**src/rtl/common.sv**
```systemverilog
// Shared MEM-stage encodings: funct3 load/store codes and the stage FSM state type.
package common;

    localparam logic [2:0] F3_LB  = 3'b000;
    localparam logic [2:0] F3_LH  = 3'b001;
    localparam logic [2:0] F3_LW  = 3'b010;
    localparam logic [2:0] F3_LD  = 3'b011;
    localparam logic [2:0] F3_LBU = 3'b100;
    localparam logic [2:0] F3_LHU = 3'b101;
    localparam logic [2:0] F3_LWU = 3'b110;

    localparam logic [2:0] F3_SB  = 3'b000;
    localparam logic [2:0] F3_SH  = 3'b001;
    localparam logic [2:0] F3_SW  = 3'b010;
    localparam logic [2:0] F3_SD  = 3'b011;

    typedef enum logic [1:0] {
        IDLE = 2'd0,
        BUS  = 2'd1,
        HOLD = 2'd2
    } mem_state_t;

    // log2 of the access width in bytes
    function automatic logic [1:0] access_size(input logic [2:0] funct3);
        return funct3[1:0];
    endfunction

endpackage

```
**src/rtl/temp_storage.sv**
```systemverilog
// Pipeline records between execute, memory access and writeback.
package temp_storage;

    typedef struct packed {
        logic [63:0] alu_result;
        logic [63:0] reg2_value;
        logic [2:0]  funct3;
        logic        mem_read;
        logic        mem_write;
        logic        reg_write;
        logic [4:0]  reg_dest_addr;
    } ex_mem;

    typedef struct packed {
        logic [63:0] result;
        logic        reg_write;
        logic [4:0]  reg_dest_addr;
        logic        misalign;
    } mem_wb;

endpackage

```
**src/rtl/mem_align.sv**
```systemverilog
// Byte-lane alignment for the data bus: store strobe/data placement,
// load extract and sign/zero extension, and misalignment detection.
module mem_align
    import common::*;
#(
    parameter int DATA_W = 64
) (
    input  logic [2:0]          addr_off,
    input  logic [2:0]          funct3,
    input  logic [63:0]         reg2_value,
    input  logic [DATA_W-1:0]   dresp_data,
    output logic                misalign,
    output logic [DATA_W/8-1:0] strobe,
    output logic [DATA_W-1:0]   store_data,
    output logic [63:0]         load_data
);

    localparam int STRB_W = DATA_W / 8;

    logic [1:0]        size;
    logic              zero_ext;
    logic [5:0]        bit_off;
    logic [DATA_W-1:0] shifted;
    logic [63:0]       lane;
    logic [STRB_W-1:0] size_mask;

    always_comb begin
        size       = access_size(funct3);
        zero_ext   = funct3[2];
        bit_off    = {addr_off, 3'b000};
        shifted    = dresp_data >> bit_off;
        lane       = shifted[63:0];
        store_data = DATA_W'(reg2_value) << bit_off;
        misalign   = 1'b0;
        size_mask  = '0;
        load_data  = lane;
        case (size)
            2'd0: begin
                size_mask = STRB_W'(8'h01);
                load_data = zero_ext ? {56'b0, lane[7:0]} : {{56{lane[7]}}, lane[7:0]};
            end
            2'd1: begin
                misalign  = addr_off[0];
                size_mask = STRB_W'(8'h03);
                load_data = zero_ext ? {48'b0, lane[15:0]} : {{48{lane[15]}}, lane[15:0]};
            end
            2'd2: begin
                misalign  = |addr_off[1:0];
                size_mask = STRB_W'(8'h0F);
                load_data = zero_ext ? {32'b0, lane[31:0]} : {{32{lane[31]}}, lane[31:0]};
            end
            default: begin
                misalign  = |addr_off;
                size_mask = STRB_W'(8'hFF);
                load_data = lane;
            end
        endcase
        strobe = size_mask << addr_off;
    end

endmodule

```
**src/rtl/memory_access.sv**
```systemverilog
// RV64 MEM stage: issues loads/stores on the data bus and registers the
// aligned result into the mem_wb record for writeback.
//
//   state | meaning
//   IDLE  | empty, ready for a new instruction
//   BUS   | bus request outstanding, waiting for dresp_ok
//   HOLD  | mem_wb_state valid, waiting for writeback to take it
module memory_access
    import common::*, temp_storage::*;
#(
    parameter int ADDR_W = 64,
    parameter int DATA_W = 64
) (
    input  logic                clock,
    input  logic                reset_n,
    input  logic                in_valid,
    output logic                in_ready,
    input  ex_mem               ex_mem_state,
    output logic                out_valid,
    input  logic                out_ready,
    output mem_wb               mem_wb_state,
    output logic                dreq_valid,
    output logic [ADDR_W-1:0]   dreq_addr,
    output logic                dreq_write,
    output logic [2:0]          dreq_size,
    output logic [DATA_W/8-1:0] dreq_strobe,
    output logic [DATA_W-1:0]   dreq_data,
    input  logic                dresp_ok,
    input  logic [DATA_W-1:0]   dresp_data
);

    mem_state_t state, state_nxt;

    logic                accept;
    logic                is_mem;
    logic [2:0]          lat_off;
    logic [2:0]          lat_funct3;
    logic                lat_write;
    logic                lat_reg_write;
    logic [4:0]          lat_rd;

    logic [2:0]          sel_off;
    logic [2:0]          sel_funct3;
    logic                misalign_a;
    logic [DATA_W/8-1:0] strobe_a;
    logic [DATA_W-1:0]   store_data_a;
    logic [63:0]         load_data_a;

    assign is_mem = ex_mem_state.mem_read | ex_mem_state.mem_write;
    assign accept = in_valid & in_ready;

    // The aligner serves the response path while in BUS, the request path otherwise.
    assign sel_off    = (state == BUS) ? lat_off    : ex_mem_state.alu_result[2:0];
    assign sel_funct3 = (state == BUS) ? lat_funct3 : ex_mem_state.funct3;

    mem_align #(
        .DATA_W (DATA_W)
    ) u_align (
        .addr_off   (sel_off),
        .funct3     (sel_funct3),
        .reg2_value (ex_mem_state.reg2_value),
        .dresp_data (dresp_data),
        .misalign   (misalign_a),
        .strobe     (strobe_a),
        .store_data (store_data_a),
        .load_data  (load_data_a)
    );

    always_ff @(posedge clock or negedge reset_n) begin
        if (!reset_n) begin
            state <= IDLE;
        end else begin
            state <= state_nxt;
        end
    end

    always_comb begin
        state_nxt = state;
        in_ready  = 1'b0;
        out_valid = 1'b0;
        case (state)
            IDLE: in_ready = 1'b1;
            BUS: begin
                if (dreq_valid && dresp_ok) begin
                    state_nxt = HOLD;
                end
            end
            HOLD: begin
                out_valid = 1'b1;
                in_ready  = out_ready;
                if (out_ready) begin
                    state_nxt = IDLE;
                end
            end
            default: state_nxt = IDLE;
        endcase
        if (in_valid && in_ready) begin
            state_nxt = (is_mem && !misalign_a) ? BUS : HOLD;
        end
    end

    always_ff @(posedge clock or negedge reset_n) begin
        if (!reset_n) begin
            dreq_valid    <= 1'b0;
            dreq_addr     <= '0;
            dreq_write    <= 1'b0;
            dreq_size     <= '0;
            dreq_strobe   <= '0;
            dreq_data     <= '0;
            lat_off       <= '0;
            lat_funct3    <= '0;
            lat_write     <= 1'b0;
            lat_reg_write <= 1'b0;
            lat_rd        <= '0;
            mem_wb_state  <= '0;
        end else if (accept) begin
            if (is_mem && !misalign_a) begin
                // both mem_read and mem_write set resolves to a store
                dreq_valid    <= 1'b1;
                dreq_addr     <= {ex_mem_state.alu_result[ADDR_W-1:3], 3'b000};
                dreq_write    <= ex_mem_state.mem_write;
                dreq_size     <= {1'b0, access_size(ex_mem_state.funct3)};
                dreq_strobe   <= ex_mem_state.mem_write ? strobe_a : '0;
                dreq_data     <= ex_mem_state.mem_write ? store_data_a : '0;
                lat_off       <= ex_mem_state.alu_result[2:0];
                lat_funct3    <= ex_mem_state.funct3;
                lat_write     <= ex_mem_state.mem_write;
                lat_reg_write <= ex_mem_state.reg_write;
                lat_rd        <= ex_mem_state.reg_dest_addr;
            end else if (is_mem) begin
                mem_wb_state.result        <= '0;
                mem_wb_state.reg_write     <= 1'b0;
                mem_wb_state.reg_dest_addr <= ex_mem_state.reg_dest_addr;
                mem_wb_state.misalign      <= 1'b1;
            end else begin
                mem_wb_state.result        <= ex_mem_state.alu_result;
                mem_wb_state.reg_write     <= ex_mem_state.reg_write;
                mem_wb_state.reg_dest_addr <= ex_mem_state.reg_dest_addr;
                mem_wb_state.misalign      <= 1'b0;
            end
        end else if (state == BUS && dreq_valid && dresp_ok) begin
            dreq_valid                 <= 1'b0;
            mem_wb_state.result        <= lat_write ? 64'd0 : load_data_a;
            mem_wb_state.reg_write     <= lat_reg_write;
            mem_wb_state.reg_dest_addr <= lat_rd;
            mem_wb_state.misalign      <= 1'b0;
        end
    end

endmodule
```
**config.mk**
```make
export PLATFORM = sky130hd
export DESIGN_NAME = memory_access
export DESIGN_NICKNAME = d
export VERILOG_FILES = /design/src/rtl/common.sv /design/src/rtl/temp_storage.sv /design/src/rtl/mem_align.sv /design/src/rtl/memory_access.sv
export SDC_FILE = /design/constraint.sdc
export NUM_CORES = 1
export LEC_CHECK = 0
export CAP_MARGIN = 15
export CORE_ASPECT_RATIO = 0.75
export CORE_MARGIN = 2
export CORE_UTILIZATION = 50
export CTS_CLUSTER_DIAMETER = 200
export DETAILED_ROUTE_END_ITERATION = 8
export HOLD_SLACK_MARGIN = 0.08
export PLACE_DENSITY = 0.87
export SYNTH_ARGS = -nofsm -noshare
export SYNTH_HDL_FRONTEND = slang
export SYNTH_SLANG_ARGS = --single-unit
```
**constraint.sdc**
```tcl
create_clock -name clock -period 4.5 [get_ports clock]
set_clock_uncertainty 0.1 [all_clocks]
set_input_delay 0.45 -clock clock [delete_from_list [all_inputs] [get_ports clock]]
set_output_delay 0.45 -clock clock [all_outputs]
set_load 0.05 [all_outputs]
```
# ---- After elaboration in Yosys (flattened, before gate mapping)
# Index checks and enable logic that the tools add are counted.
dict set report classes {
  eq_ne 9
  shifts 3
  mux 25
  n_bitwise 2
  reduce_logical 15
}
# operator n
set op_table {}
lappend op_table {{64-bit two-way mux} 5}
lappend op_table {{71-bit two-way mux} 4}
lappend op_table {{64-bit one-hot mux with 3 select lines} 1}
lappend op_table {{64-bit by 6-bit << shifter with 64-bit output} 1}
lappend op_table {{64-bit by 6-bit >> shifter with 64-bit output} 1}
lappend op_table {{8-bit one-hot mux with 3 select lines} 1}
lappend op_table {{2-bit two-way mux} 4}
lappend op_table {{8-bit two-way mux} 1}
lappend op_table {{8-bit by 3-bit << shifter with 8-bit output} 1}
lappend op_table {{3-bit two-way mux} 2}
lappend op_table {{2-bit one-hot mux with 3 select lines} 1}
lappend op_table {{2-bit AND reduction} 3}
lappend op_table {{1-bit logical AND} 5}
lappend op_table {{2-bit by 1-bit == test with 1-bit output, second input constant} 2}
lappend op_table {{2-bit == test, second input constant} 2}
lappend op_table {{2-bit zero test} 2}
lappend op_table {{1-bit two-way mux} 4}
lappend op_table {{2-bit inequality test, second input constant} 2}
lappend op_table {{3-bit by 1-bit inequality test with 1-bit output, second input constant} 1}
lappend op_table {{3-bit inequality test, second input constant} 1}
lappend op_table {{1-bit one-hot mux with 3 select lines} 1}
lappend op_table {{3-bit AND reduction} 1}
lappend op_table {{3-bit OR reduction} 1}
lappend op_table {{2-bit by 1-bit inequality test with 1-bit output, second input constant} 1}
lappend op_table {{6 further kinds} 6}
dict set report totals {
  ff_bits 222
  input_bits 208
  out_inout_bits 214
  word_cells 69
}

# ---- Longest topological paths before layout
dict set report depth {
  word_depth 8
  mapped_depth 12
  ltp_nobuf 7
}

# ---- Hierarchy
# From an unflattened synthesis, not the netlist that was laid out.
dict set report hier_totals {
  hier_cells 1484
  hier_area_um2 14127.3
}
# mod n_inst cells_each area_each_um2 seq_area_each_um2
set by_module_without_submodules {}
lappend by_module_without_submodules {memory_access 1 884 9630.5 5505.3}
lappend by_module_without_submodules {mem_align 1 600 4496.8 0.0}

# ---- Least setup slack after synthesis
# OpenSTA, ideal clock, no wires.
dict set report synth_path {
  path_type {input to register}
  start {input out_ready}
  end {register mem_wb_state[15] (netlist bit)}
  setup_ns 0.146
  t_arrival_ns 2.776
  t_required_ns 4.254
  setup_slack_ns 1.478
  path_stages 9
  path_cell_list {inv_1 a21oi_1 and2_1 clkbuf_1 nor2_1 a21o_1 buf_2 a21oi_1 a31oi_1}
}
dict set report synth_between {
  elab_chain_len 4
}
# item line
set synth_lines {}
lappend synth_lines {{from (decl)} memory_access.sv:20} ;# input logic out_ready,
lappend synth_lines {{1-bit one-hot mux with 2 select lines *} memory_access.sv:81} ;# case (state)
lappend synth_lines {{net in_ready} memory_access.sv:17} ;# output logic in_ready,
lappend synth_lines {{1-bit AND *} memory_access.sv:50} ;# assign accept = in_valid & in_ready;
lappend synth_lines {{2-bit inequality test (no line) or 2-bit nonzero test (tied branches)} -}
lappend synth_lines {{2-bit AND reduction (no line)} -}
lappend synth_lines {{to (decl)} memory_access.sv:21} ;# output mem_wb mem_wb_state,
# Mark *: on every way through the listed nets, which the timed path passes. The rest lies on a longest branch.
# A chain may end at the register's enable or synchronous reset.

# ---- Final worst setup path
dict set report layout_path {
  start {register state[1]}
  end {register dreq_data[19]}
}
dict set report layout_between {
  elab_chain_len 7
}
# item line
set layout_lines {}
lappend layout_lines {{from (decl)} memory_access.sv:32} ;# mem_state_t state, state_nxt;
lappend layout_lines {{from (signal assigned)} memory_access.sv:73} ;# state <= state_nxt;
lappend layout_lines {{branches (longest 7 deep; another with 64-bit by 6-bit << shifter with 64-bit output)} -}
lappend layout_lines {{to (signal assigned)} memory_access.sv:124} ;# dreq_data <= ex_mem_state.mem_write ? store_data_a : '0;
lappend layout_lines {{to (decl)} memory_access.sv:27} ;# output logic [DATA_W-1:0] dreq_data,
# Parallel ways; which one is timed is not known.

==> impl_metrics.py <==
metrics = {
    "status": {
        "status": "finished, final reports clean",
    },
    "floorplanning": {
        "die_y_um": 141,
        "die_area_um2": 26300,
        "rows": 50,
        "initial_core_util_pct": 50.6,
        "core_um2": 24800,
        "io-pin-count": 422,
        "die_x_um": 187,
    },
    "detailed_routing": {
        "route.detailed.drc": 0,
        "wl_met3_mm": 7.37,
        "met2_length_mm": 22.6,
        "ant_nets": 0,
        "highest_layer": "met5",
        "dr.pass1.iters": 7,
        "viasPerCell": 6.19,
        "wl_met1_mm": 21.5,
        "drt-total-wl_mm": 53.4,
        "wl_per_cell_um": 23.9,
        "vias": 13869,
        "drt-initial-drc-count": 2076,
    },
    "synth": {
        "synth_top_area_share_pct": 44.0,
        "synthCells": 1534,
        "synth_seq_cells": 220,
        "synth_area_leaders": "dfrtp_1, nand2_1, mux2i_1",
        "avgSynthCellArea_um2": 8.16,
        "synth_flop_cell": "dfrtp_1",
        "synth_edf_count": 0,
        "async_reset_ff_share_pct": 100,
        "yosysTopAreaCell": "dfrtp_1",
        "synth_area_um2": 12500,
        "yosysSeqAreaShare_pct": 44.0,
        "ys.warnings.count": 0,
        "synth_cell_type_count": 68,
    },
    "placed_design": {
        "routabilityCongestion": 1.09,
        "hpwlAfterDp_mm": 38.8,
        "dp_cells": 2191,
        "port_buffers": 417,
    },
    "clock_network": {
        "root_buffer": "clkbuf_16",
        "clock_sinks": 220,
        "clk_pin_slew_ns": 0.06,
        "clk_latency_ns": 0.52,
        "cts_htree_levels": 1,
        "cts_made_buffers": 24,
        "clockBufferDepth": 3,
        "cts_tree": "yes",
    },
    "sta": {
        "timing.final.crit_period_ns": 3.76,
        "max-slew-margin-rel_pct": 22.8,
        "hold_viol_final": 0,
        "fin_crit_sh_pct": 83.7,
        "fmax_mhz": 266,
        "slew_viol_final": 0,
        "rsz0062_at_grt": "no",
        "finalSetupViolCount": 0,
        "fin_tns_setup_ns": 0,
        "tightest_slew_ns": 1.16,
    },
    "setup_path": {
        "path_depth": 8,
        "slowest_stage": "o31ai_1",
        "r2r_slack_ns": 0.74,
        "cp.arrival_ns": 4.00,
        "crit_fanout": 44,
        "r2r_cells": 8,
        "cp_top_family": "compound AO/OA/AOI/OAI gates",
        "crit_type": "flip-flop to flip-flop",
        "cpPeakStageDelay_ns": 0.78,
        "path_buf_inv": 2,
        "rr_startpoint": "state[1]",
        "critPathLaunch": "state[1]",
        "cp-endpoint": "dreq_data[19]",
        "cp.required_ns": 4.73,
        "rr_endpoint": "dreq_data[19]",
        "worstSetupStartpointType": "flip-flop",
        "crit_path_end_kind": "flip-flop",
        "path_common_cell": "buf_4",
        "path_cells": "nand2b_1 > buf_4 > mux2i_1 > a21oi_1 > a21oi_2 > nand3_4 > buf_4 > o31ai_1",
    },
    "finish": {
        "drive_above_1_share_pct": 7.54,
        "final_common_cell": "nand2_1",
        "fin_cells": 2239,
        "fin_nets": 2088,
        "synthToLayoutAreaGrowth_pct": 40.6,
        "nFillCells": 1926,
        "most-common-layout-cells": "nand2_1, clkdlybuf4s50_1, dfrtp_1",
    },
    "global_route": {
        "grt_overflow_total": 0,
        "grt_first_pass_wirelength_mm": 80.7,
        "track_usage_pct": 39.5,
        "grt_max_degree": 115,
        "grt_pass1_vias": 13208,
        "antenna_found_initial": 7,
    },
    "worst_hold_path": {
        "hp-class": "flip-flop to flip-flop",
    },
    "power": {
        "p_per_area_nw_per_um2": 787,
        "total_leakage_power_uw": 0.00782,
        "vdd_ir_drop_max_uv": 548,
    },
    "run": {
        "drv_cap": 0,
    },
}
-- registers in the layout, summed over array words and instances, names as in the netlist --
name / cells
mem_wb_state: 71
dreq_data: 64
dreq_addr: 61
dreq_strobe: 8
lat_rd: 5
lat_funct3: 3
lat_off: 3
state: 2
dreq_valid: 1
lat_reg_write: 1
lat_write: 1
-- cells in the mapped netlist, types with 16 or more instances --
| library cell | count |
|---|---|
| a211oi_1 | 21 |
| a21oi_1 | 91 |
| a22oi_1 | 39 |
| a31oi_1 | 36 |
| and3_1 | 21 |
| buf_2 | 42 |
| clkbuf_1 | 63 |
| dfrtp_1 | 220 |
| mux2_2 | 21 |
| mux2i_1 | 60 |
| nand2_1 | 515 |
| nand3_1 | 51 |
| nor2_1 | 87 |
| o21ai_0 | 80 |
| o21ai_2 | 30 |
| o22ai_1 | 16 |
-- logic make-up (layout without fill, tap and decap cells) --
group / Yosys count / count (layout) / synth area share, %
buffers and inverters: 133 / 493 / 5.16
AOI/OAI and AO/OA: 391 / 391 / 21.0
other: 1 / 8 / 0.0299
and+or+nand+nor: 707 / 707 / 23.1
DFF: 220 / 220 / 44.0
muxes: 82 / 82 / 6.79
-- power breakdown --
part           switching, uW  internal (uW)
registers                574           2810
clock network            839           1120
logic                   5840           2670
-- layout make-up --
cell class | instances | area (um^2) | share of cell area, %
sequential | 220 | 5510 | 31.3
antenna | 4 | 10.0 | 0.0569
inverter | 5 | 18.8 | 0.107
clock buffer | 31 | 678 | 3.85
clock inverter | 12 | 93.8 | 0.533
tap | 338 | 423 | 2.40
multi-input combinational | 1184 | 6460 | 36.7
timing repair buffer | 445 | 4420 | 25.1
-- through the flow --
step / hold WS, ns / util, % / area [um^2] / power, uW / setup WS, ns
floorplan: 0.0544 / - / 12500 / 8790 / 1.48
global placement: 0.352 / 67.9 / 16800 / 11600 / 0.951
detailed placement: 0.357 / 67.9 / 16800 / 11700 / 0.876
CTS: 0.371 / 71.0 / 17600 / 13700 / 0.986
global route: 0.395 / 71.0 / 17600 / 14400 / 0.746
finish: 0.366 / 71.1 / 17600 / 13900 / 0.735
-- routing by layer --
metal,global-route usage [%],vias up
met4,12.8,4
met3,13.1,156
li1,-,6052
met1,55.4,6611
met5,0,-
met2,57.5,1046
-- what timing repair did --
| action | in CTS | in global routing |
|---|---|---|
| hold buffers | 1 | 0 |
| endpoints found under the hold margin | 111 | 0 |
| resized for setup | 0 | 0 |
| buffers inserted | 0 | 0 |
-- worst min-delay path: cells and delay by family, from the launching register on --
family | cells | cell delay, ns
flops | 1 | 0.34
simple gates | 2 | 0.10
-- how the worst min path moves through the flow --
| stage | cells after the start | to | from | slack (ns) |
|---|---|---|---|---|
| after floorplan | 0 | dreq_addr[10] | reset_n | 0.05 |
| after global placement | 2 | dreq_data[6] | dreq_data[6] | 0.35 |
| after detailed placement | 2 | dreq_data[6] | dreq_data[6] | 0.36 |
| after CTS | 2 | dreq_data[6] | dreq_data[6] | 0.37 |
| after global routing | 2 | dreq_addr[38] | dreq_addr[38] | 0.40 |
| final | 2 | dreq_data[7] | dreq_data[7] | 0.37 |
No activity file was read; power rests on OpenSTA's default activity.
